===== src/rtl/adder_feeder_pkg.sv =====
// ----------------------------------------------------------------------------
// adder_feeder_pkg : shared state encoding and sum-width derivation
// Revision: 1.0
// ----------------------------------------------------------------------------
`default_nettype none

`ifndef CLOG2
`define CLOG2(x) $clog2(x)
`endif

package adder_feeder_pkg;

  typedef enum logic [1:0] {
    FILL   = 2'd0,
    ISSUE  = 2'd1,
    WAIT   = 2'd2,
    OUTPUT = 2'd3
  } feeder_state_e;

  // Shared by adder and feeder so both agree on the result width.
  function automatic int calc_res_width(input int width, input int dim);
    return width + `CLOG2(dim);
  endfunction

endpackage

`default_nettype wire


===== src/rtl/adder_feeder_vector_packer.sv =====
// ----------------------------------------------------------------------------
// vector_packer : collects DIM serial elements into one packed vector
// Revision: 1.0
// ----------------------------------------------------------------------------
`default_nettype none

module vector_packer
  import adder_feeder_pkg::*;
#(
  parameter int DIM   = 2,
  parameter int WIDTH = 16
) (
  input  logic                   Clock,
  input  logic                   Reset_n,
  input  logic [WIDTH-1:0]       in_data,
  input  logic                   accept,
  output logic [DIM*WIDTH-1:0]   vector,
  output logic                   full
);

  localparam int IDX_W = `CLOG2(DIM);
  localparam logic [IDX_W-1:0] LAST_IDX = IDX_W'(DIM - 1);

  logic [IDX_W-1:0]     idx_q, idx_d;
  logic [DIM*WIDTH-1:0] vector_q, vector_d;

  always_ff @(posedge Clock) begin
    if (!Reset_n) begin
      idx_q    <= '0;
      vector_q <= '0;
    end else begin
      idx_q    <= idx_d;
      vector_q <= vector_d;
    end
  end

  always_comb begin
    vector_d = vector_q;
    idx_d    = idx_q;
    full     = accept && (idx_q == LAST_IDX);
    if (accept) begin
      for (int i = 0; i < DIM; i++) begin
        if (idx_q == IDX_W'(i)) vector_d[i*WIDTH +: WIDTH] = in_data;
      end
      idx_d = full ? '0 : idx_q + IDX_W'(1);
    end
  end

  assign vector = vector_q;

endmodule

`default_nettype wire


===== src/rtl/adder_feeder.sv =====
// ----------------------------------------------------------------------------
// adder_feeder : packs a serial stream, drives the parallel adder, returns sum
// Revision: 1.0
// ----------------------------------------------------------------------------
`default_nettype none

module adder_feeder
  import adder_feeder_pkg::*;
#(
  parameter int DIM       = 2,
  parameter int WIDTH     = 16,
  parameter int RES_WIDTH = calc_res_width(WIDTH, DIM),
  parameter int TIMEOUT   = 64
) (
  input  logic                  Clock,
  input  logic                  Reset_n,
  input  logic [WIDTH-1:0]      in_data,
  input  logic                  in_valid,
  output logic                  in_ready,
  output logic [DIM*WIDTH-1:0]  add_vector,
  output logic                  add_start,
  input  logic                  add_finished,
  input  logic [RES_WIDTH-1:0]  add_sum,
  output logic [RES_WIDTH-1:0]  out_sum,
  output logic                  out_valid,
  input  logic                  out_ready,
  output logic                  timeout_err,
  output logic                  busy
);

  localparam int CNT_W = `CLOG2(TIMEOUT + 1);
  localparam logic [CNT_W-1:0] CNT_LAST = CNT_W'(TIMEOUT - 1);

  feeder_state_e        state_q, state_d;
  logic [CNT_W-1:0]     wait_cnt_q, wait_cnt_d;
  logic [RES_WIDTH-1:0] out_sum_q, out_sum_d;
  logic                 out_valid_q, out_valid_d;
  logic                 timeout_err_q, timeout_err_d;
  logic                 vec_full;

  vector_packer #(
    .DIM   (DIM),
    .WIDTH (WIDTH)
  ) u_packer (
    .Clock   (Clock),
    .Reset_n (Reset_n),
    .in_data (in_data),
    .accept  (in_valid && in_ready),
    .vector  (add_vector),
    .full    (vec_full)
  );

  always_ff @(posedge Clock) begin
    if (!Reset_n) begin
      state_q       <= FILL;
      wait_cnt_q    <= '0;
      out_sum_q     <= '0;
      out_valid_q   <= 1'b0;
      timeout_err_q <= 1'b0;
    end else begin
      state_q       <= state_d;
      wait_cnt_q    <= wait_cnt_d;
      out_sum_q     <= out_sum_d;
      out_valid_q   <= out_valid_d;
      timeout_err_q <= timeout_err_d;
    end
  end

  // A finish in the same cycle as the last allowed wait cycle wins over timeout.
  always_comb begin
    state_d       = state_q;
    wait_cnt_d    = wait_cnt_q;
    out_sum_d     = out_sum_q;
    out_valid_d   = out_valid_q;
    timeout_err_d = timeout_err_q;
    case (state_q)
      FILL: begin
        if (vec_full) state_d = ISSUE;
      end
      ISSUE: begin
        state_d    = WAIT;
        wait_cnt_d = '0;
      end
      WAIT: begin
        if (add_finished) begin
          out_sum_d   = add_sum;
          out_valid_d = 1'b1;
          state_d     = OUTPUT;
        end else if (wait_cnt_q == CNT_LAST) begin
          timeout_err_d = 1'b1;
          state_d       = FILL;
        end else begin
          wait_cnt_d = wait_cnt_q + CNT_W'(1);
        end
      end
      OUTPUT: begin
        if (out_ready) begin
          out_valid_d = 1'b0;
          state_d     = FILL;
        end
      end
      default: state_d = FILL;
    endcase
  end

  always_comb begin
    in_ready    = (state_q == FILL);
    add_start   = (state_q == ISSUE);
    busy        = (state_q != FILL);
    out_sum     = out_sum_q;
    out_valid   = out_valid_q;
    timeout_err = timeout_err_q;
  end

endmodule

`default_nettype wire


===== config.mk =====
export PLATFORM = sky130hd
export DESIGN_NAME = adder_feeder
export DESIGN_NICKNAME = d
export VERILOG_FILES = /design/src/rtl/adder_feeder_pkg.sv /design/src/rtl/adder_feeder_vector_packer.sv /design/src/rtl/adder_feeder.sv
export SDC_FILE = /design/constraint.sdc
export NUM_CORES = 1
export LEC_CHECK = 0
export CAP_MARGIN = 25
export CORE_UTILIZATION = 23
export DETAILED_ROUTE_END_ITERATION = 10
export PLACE_DENSITY = 0.48
export SETUP_SLACK_MARGIN = 0.1
export SYNTH_ARGS = -nofsm -noshare
export SYNTH_HDL_FRONTEND = slang
export SYNTH_SLANG_ARGS = --single-unit

===== constraint.sdc =====
create_clock -name Clock -period 1.89 [get_ports Clock]
set_clock_uncertainty 0.05 [all_clocks]
set_input_delay 0.567 -clock Clock [delete_from_list [all_inputs] [get_ports Clock]]
set_output_delay 0.567 -clock Clock [all_outputs]
set_load 0.02 [all_outputs]

# Word level (Yosys, flattened, before mapping)
# Index checks and enable logic that the tools add are counted.
[word_totals]
output_inout_bits = 54
word_cells = 47
ff_bits = 61
[classes]
eq_ne = 10
n_addsub = 2
bitwise = 2
n_mux = 12
n_reduce_logical = 13
[ops]
columns = ["operator", "n"]
rows = [
  ["$mux 7", 2],
  ["$pmux 7 s2", 1],
  ["$reduce_and 3->1", 4],
  ["$mux 2", 4],
  ["$ne 2x2->1 const B", 4],
  ["$pmux 2 s4", 1],
  ["$add 7x1->7 const B", 1],
  ["$eq 7x6->1 const B", 1],
  ["$reduce_and 2->1", 3],
  ["$reduce_bool 2->1", 3],
  ["$eq 2x2->1 const B", 2],
  ["$mux 1", 3],
  ["$ne 3x3->1 const B", 1],
  ["$eq 2x1->1 const B", 1],
  ["$logic_and 1x1->1", 2],
  ["$logic_not 2->1", 1],
  ["$ne 2x1->1 const B", 1],
  ["$not 1->1", 2],
  ["$pmux 1 s2", 1],
  ["$add 1x1->1 const B", 1],
]

# Depth between registers and ports, before layout
# Gate-level depths: netlist of the first run.
[depth]
depth_word = 5
mapped_depth = 8
ltp_nobuf = 6

# Cells and area by module
# A second synthesis of the first run with hierarchy kept.
[hier_totals]
cells_unflattened = 274
hier_area_um2 = 2524.9
[by_module_without_submodules]
columns = ["module", "area_per_inst_um2", "n_inst", "cells_per_inst"]
rows = [
  ["vector_packer", 1277.5, 1, 126],
  ["adder_feeder", 1247.4, 1, 148],
]

# Worst setup path after synthesis of the first run
# Ideal clock, no wire load.
[synth_path]
kind = "reg2reg"
startpoint = "register state_q[0]"
endpoint = "register state_q[0]"
stages_incl_launch_ff = 8
required_ps = 1724
synth_period_minus_slack_ps = 1802
path_buffers = 2
path_slack_ps = 88
arrival_time_ps = 1636
cell_sequence = "dfxtp_1 inv_1 ha_1 buf_6 and2_4 buf_6 or4_1 o211a_1"
[synth_between]
elab_chain_cells = 5
[synth_lines]
columns = ["element", "line_no", "source"]
rows = [
  ["start: declaration", "adder_feeder.sv:34", "feeder_state_e state_q, state_d;"],
  ["start signal: assignment", "adder_feeder.sv:61", "state_q <= state_d;"],
  ["$logic_not 2->1", "adder_feeder.sv:76, adder_feeder.sv:107", ""],
  ["$logic_and 1x1->1", "adder_feeder.sv:48", ".accept (in_valid && in_ready),"],
  ["$logic_and 1x1->1", "adder_feeder_vector_packer.sv:40", "full = accept && (idx_q == LAST_IDX);"],
  ["$ne 2x1->1 (no source line)", "--", ""],
  ["$reduce_and 3->1 (no source line)", "--", ""],
]
# Parallel ways exist; a longest one is shown, timed or not.
# A chain may end at the register's enable or synchronous reset.

# Final worst setup path of the first run
[layout_path]
startpoint = "register state_q[1]"
endpoint = "output busy"
[layout_between]
elab_chain_cells = 1
[layout_lines]
columns = ["element", "line_no", "source"]
rows = [
  ["$reduce_bool 2->1", "adder_feeder.sv:109", "busy = (state_q != FILL);"],
  ["end: declaration", "adder_feeder.sv:28", "output logic busy"],
]
# Every way passes these cells.

==> results of run 1 <==
through the flow:
step	cell area (sq um)	setup WS (ns)	power, mW	instances	TNS [ns]
final	3835	0.1271	3.948	542	0
after global routing	3835	0.07374	4.202	542	0
after CTS	3827	0.1007	4.021	542	0
after detailed placement	3674	-0.2641	2.825	525	-3.453
after global placement	3674	-0.2201	2.808	525	-2.312
after floorplan	2489	0.1334	2.157	296	0
state kept, by name, indices dropped and copies added (netlist names):
signal           flops
u_packer.idx_q       1
wait_cnt_q           7
out_sum             17
u_packer.vector     32
out_valid            1
timeout_err          1
state_q              2
cells in the final DEF (no fill, tap or decap), types with 2 or more instances in the layout:
master           instances
a21boi_0                50
nor2_1                   6
dfxtp_2                  2
inv_1                    6
buf_4                   18
buf_12                   4
nor2b_1                  3
a21oi_1                  7
dfxtp_1                 59
dlygate4sd2_1           52
nand4b_1                 3
ha_2                     3
nand2_1                108
ha_1                     3
o21ai_0                  4
and3_1                   3
a22oi_1                  2
o211ai_1                 2
nand3_1                  4
clkbuf_8                12
clkdlybuf4s50_1         34
repair_timing:
item                                    CTS  global route
pin swaps                                 1             0
endpoints found under the setup margin   56             3
setup buffers                             1             0
resized for setup                        70             3
endpoints found under the hold margin     0             0
cell usage after synthesis (all sizes together), types with 2 or more instances:
cell type	number	area [sq um]
nand4b	3	26.28
o21ai	4	20.02
inv	6	22.52
a21boi	50	375.4
ha	6	75.07
o211ai	2	15.01
and3	3	18.77
a22oi	2	15.01
dfxtp	61	1221
a21oi	7	35.03
nand3	4	20.02
nor2	6	22.52
nand2	108	405.4
clkbuf	11	41.29
nor2b	3	18.77
buf	6	42.54
per-layer routing:
| layer | wire length, um | GRT usage | vias to the layer above | share of wire |
|---|---|---|---|---|
| met5 | 0 | 0 | - | 0 |
| met3 | 412 | 0.04108 | 9 | 0.061 |
| met2 | 3160 | 0.2129 | 67 | 0.47 |
| met1 | 3106 | 0.1471 | 1057 | 0.46 |
| met4 | 88 | 0.04960 | 0 | 0.013 |
| li1 | - | - | 1191 | - |
critical path, stage by stage (launching register included):
cell	delay (ns)
dfxtp_2	0.33
inv_1	0.07
ha_2	0.22
inv_1	0.05
buf_4	0.15
cells by family after synthesis:
kind of cell	Yosys count	synth area share
adder cells (fa/ha/maj)	6	0.03018
AO/OA/AOI/OAI	71	0.2062
multiplexers	1	0.004024
flip-flops	61	0.4909
AND/OR/NAND/NOR	134	0.2259
buffers and inverters	23	0.04276
worst min-delay path by stage:
| stage | endpoint | cells after the start |
|---|---|---|
| 2_1_floorplan | wait_cnt_q[6] | 2 |
| 3_3_place_gp | wait_cnt_q[6] | 2 |
| 3_5_place_dp | wait_cnt_q[6] | 2 |
| 4_1_cts | wait_cnt_q[6] | 2 |
| 5_1_grt | u_packer.vector[5] | 2 |
| 6_report | u_packer.vector[6] | 2 |
final cells by class:
class,instances,share of cell area
repair buffers,111,0.2711
clock buffers,13,0.04405
flip-flops and latches,61,0.3191
multi-input cells,212,0.3044
well taps,136,0.04437
clock inverters,3,0.01109
inverters,6,0.005873
power by group through the flow:
stage	registers [mW]	clock network (mW)	logic (mW)
final	1.49	1.23	1.23
after global routing	1.51	1.34	1.36
after CTS	1.49	1.28	1.25
after detailed placement	1.52	0	1.30
after global placement	1.52	0	1.29
after floorplan	1.66	0	0.499
==> run metrics, run 1 <==
post-synth cell types=31; clock-pin slew on the worst setup and hold paths=~0.070 ns; TritonCTS clock tree=built; Rows=37; P&R area growth vs syn=54.18%; arrival time at the worst endpoint=1.15 ns; share of cells above drive strength 1=0.1133; drt pass-1 iters=4; clock sink total=a little over 60; Leak=1.655 nW; CP Data Required Time=~1.3 ns; worst hold slack=between 0.4 and 0.5 ns; DRC violations left=0; Max Fanout on Critical Path=3; achievable frequency=567.3 MHz; setup violation total in the final timing report=0; # fillers=between 1000 and 1500; status=complete, no violations; Psw=~1.3 mW; syn_nets=340; reg-to-reg slack, setup=0.15 ns; crit path from=state_q[1]; Wirelength per Cell=around 12 um; CP Capture Point=busy; I/O Pins=92; clock buffer depth=2; Total Wirelength=around 6800 um; ys async rst share=0; sequential power share=0.377; Primary FF master, synth=dfxtp_1; combinational share of power=0.313; RR Startpoint=state_q[1]; final core utilization=0.3682; CP Capture Type=output pin; Total GRT Usage=0.1260; number of port buffers=91; H-tree level count=3; crit path launch type=register; Syn. warnings=0; Final HPWL DP=4701 um; Rel. slew slack=0.6890; GRT overflow=0; cts hold-fix bufs=0; Post-synth EDFFs=0; period utilization=0.9327; Clk network pwr share=0.311; minimum clock period=1.763 ns; number of global-route vias before repair=2275; r2r worst-path depth=6; hold path startpoint=u_packer.vector[6]; Core Footprint=10420 sq um; die width=106.0 um; unrepaired setup endpoints after global routing=yes; register area share after synthesis=0.4909; Die H=106.0 um; final hold vios=0; root buffer cell=clkbuf_8; largest net degree at the start of global routing=27; die area=11230 sq um; cts bufs inserted=9; Seq cells post-synth=61; Power Density=~1000 nW/um^2; cell internal pwr=approximately 2.7 mW; first-pass GRT wire length=between 10000 and 15000 um; Final Max Slew Viols=0; Reg area=1224 sq um; Vias/cell=4.288; latest clock arrival within the worst-skew pair=0.33 ns; Nets=445; DR iter-0 viols=51; Final Wtd Congestion=0.7879; reg2reg end=state_q[0]; Diodes inserted=0; Max VDD drop=around 0.40 mV; kind of critical path=reg2out; area of the multi-input gates=between 1000 and 1500 sq um; initial antenna violation count=0; DRT antenna net count=0; vias=~2300; Syn Inst Count=about 300; Switching Fraction=0.3196; Syn Std Cell Area=2487 sq um; Synth Area per Inst=around 8.4 sq um; worst hold path class=reg2reg; Initial Util=0.2388; worst slew pin tran=between 0.4 and 0.5 ns; max-cap viol count=0
Power figures use the tool's default switching activity.
==> run 2: changes to the inputs <==
Settings changed: GPL_TIMING_DRIVEN set to 0, PLACE_DENSITY 0.48 to 0.55.
==> run 2 against run 1 <==
Final cell count increased by 0.37%. Highest routed layer unchanged. Critical endpoint is now state_q[0]. Non-clock buffer count grew 2. Critical path depth rose by 3. Register-to-register slack worse by 0.02 ns. Largest power group unchanged. Power is 1.6% lower. Via count increased by 0.77%. Sequential power about the same. Sequential share of layout area is 0.43 points higher.
==> run metrics, run 2 (synthesized netlist as in run 1, its figures left out) <==
sequential power share=0.388; combinational share of power=0.316; Overall Power=3.884 mW; number of port buffers=90; Final HPWL DP=4819 um; max FFs per register=32; P&R area growth vs syn=52.77%; grt met3 use=0.04047; achievable frequency=568.0 MHz; non-filler cells, final=about 540; # fillers=1128; Clk network pwr share=0.296; DRT antenna net count=0; most frequent cells in the layout=106 x nand2_1, 59 x dfxtp_1, 52 x dlygate4sd2_1; clock buffer depth=2; number of global-route vias before repair=2244; period utilization=0.9315; cell internal pwr=between 2 and 3 mW; first-pass GRT wire length=11120 um; max-cap viol count=0; Leak=approximately 1.6 nW; Die H=approximately 110 um; Initial Util=0.2388; Total Wirelength=6735 um; GRT overflow=0; initial antenna violation count=0; die width=106.0 um; met2 usage=0.2045; DR iter-0 viols=between 60 and 70; CP Capture Type=register; Core Footprint=10420 sq um; Psw=1.265 mW; Vias/cell=4.305; Rel. slew slack=0.6333; dpl cell area=3560 sq um; worst slew pin tran=0.5500 ns; drt pass-1 iters=4; H-tree level count=3; kind of critical path=reg2reg; cts hold-fix bufs=0; arrival time at the worst endpoint=around 1.9 ns; TritonCTS clock tree=built; Rows=37; minimum clock period=1.760 ns; Max VDD drop=0.3569 mV; Max Fanout on Critical Path=10; crit path launch type=register; share of cells above drive strength 1=0.1103; largest net degree at the start of global routing=11; unrepaired setup endpoints after global routing=yes; most common cell after layout, fill and taps aside=nand2_1; setup violation total in the final timing report=0; worst hold path class=reg2reg; worst hold slack=0.4091 ns; status=complete, no violations; Switching Fraction=0.3256; vias=about 2300; GR peak layer=met2; met1 usage=0.1547; die area=11230 sq um; final hold vios=0; CP Data Required Time=approximately 2.1 ns; Power Density=1022 nW/um^2; Wirelength per Cell=between 10 and 15 um; cts bufs inserted=9; Finished Cell Area=around 3800 sq um; Diodes inserted=0; final core utilization=0.3648; DRC violations left=0; latest clock arrival within the worst-skew pair=0.33 ns; I/O Pins=a little over 90; Final Wtd Congestion=0.7573; clock sink total=61; placed cells=522; Total GRT Usage=0.1276; Nets=447; clock-pin slew on the worst setup and hold paths=0.07 ns; Final Max Slew Viols=0; root buffer cell=clkbuf_8
run 2: cell count changes in the layout (fill, tap and decap cells not counted), moves of 3 or more:
cell	before	now
buf_12	4	1
clkbuf_1	1	9
buf_4	18	6
clkbuf_2	0	3
buf_6	1	5
run 2: power groups by stage:
stage	clock network (mW)	registers, mW	logic [mW]
floorplan	0	1.66	0.499
global placement	0	1.53	1.14
detailed placement	0	1.54	1.15
CTS	1.20	1.51	1.15
global route	1.25	1.53	1.35
finish	1.15	1.51	1.23
run 2: cell type report:
type	count	area [sq um]	area share
clock inverters	4	47.55	0.01251
flip-flops and latches	61	1229	0.3233
inverters	6	25.02	0.006585
plain buffers	17	106.4	0.02799
clock buffers	12	145.1	0.03820
well taps	136	170.2	0.04478
multi-input cells	212	1190	0.3131
repair buffers	96	887.1	0.2335
run 2: what timing repair did:
action / 4_1_cts / 5_1_grt
resized for setup: 78 / 16
setup buffers: 2 / 4
endpoints found under the setup margin: 93 / 34
endpoints found under the hold margin: 0 / 0
pin swaps: 1 / 1
run 2: stage by stage:
step                       TNS (ns)  worst slack [ns]
after detailed placement     -14.49           -0.3919
after global placement       -12.73           -0.3861
after floorplan                   0            0.1334
final                             0            0.1296
after CTS                 -0.008616         -0.008616
after global routing              0           0.07497
run 2: path summary, 6_finish.rpt:
| path | from | end | slack (ns) | depth (start not counted) |
|---|---|---|---|---|
| max | state_q[0] | state_q[0] | 0.13 | 7 |
| min | u_packer.vector[7] | u_packer.vector[7] | 0.41 | 2 |
| max reg2reg | state_q[0] | state_q[0] | 0.13 | 7 |
| min reg2reg | u_packer.vector[7] | u_packer.vector[7] | 0.41 | 2 |
run 2: layer usage:
layer,part of all wire,up-vias
li1,-,1192
met1,0.45,1069
met4,0.021,0
met2,0.46,67
met3,0.067,14
met5,0,-
run 2: worst max-delay path, stage by stage (launching register included):
cell and delay, ns:
dfxtp_4 0.35, inv_2 0.05, ha_2 0.18, buf_6 0.13
and2_4 0.13, buf_6 0.13, or4_1 0.50, o211a_1 0.13
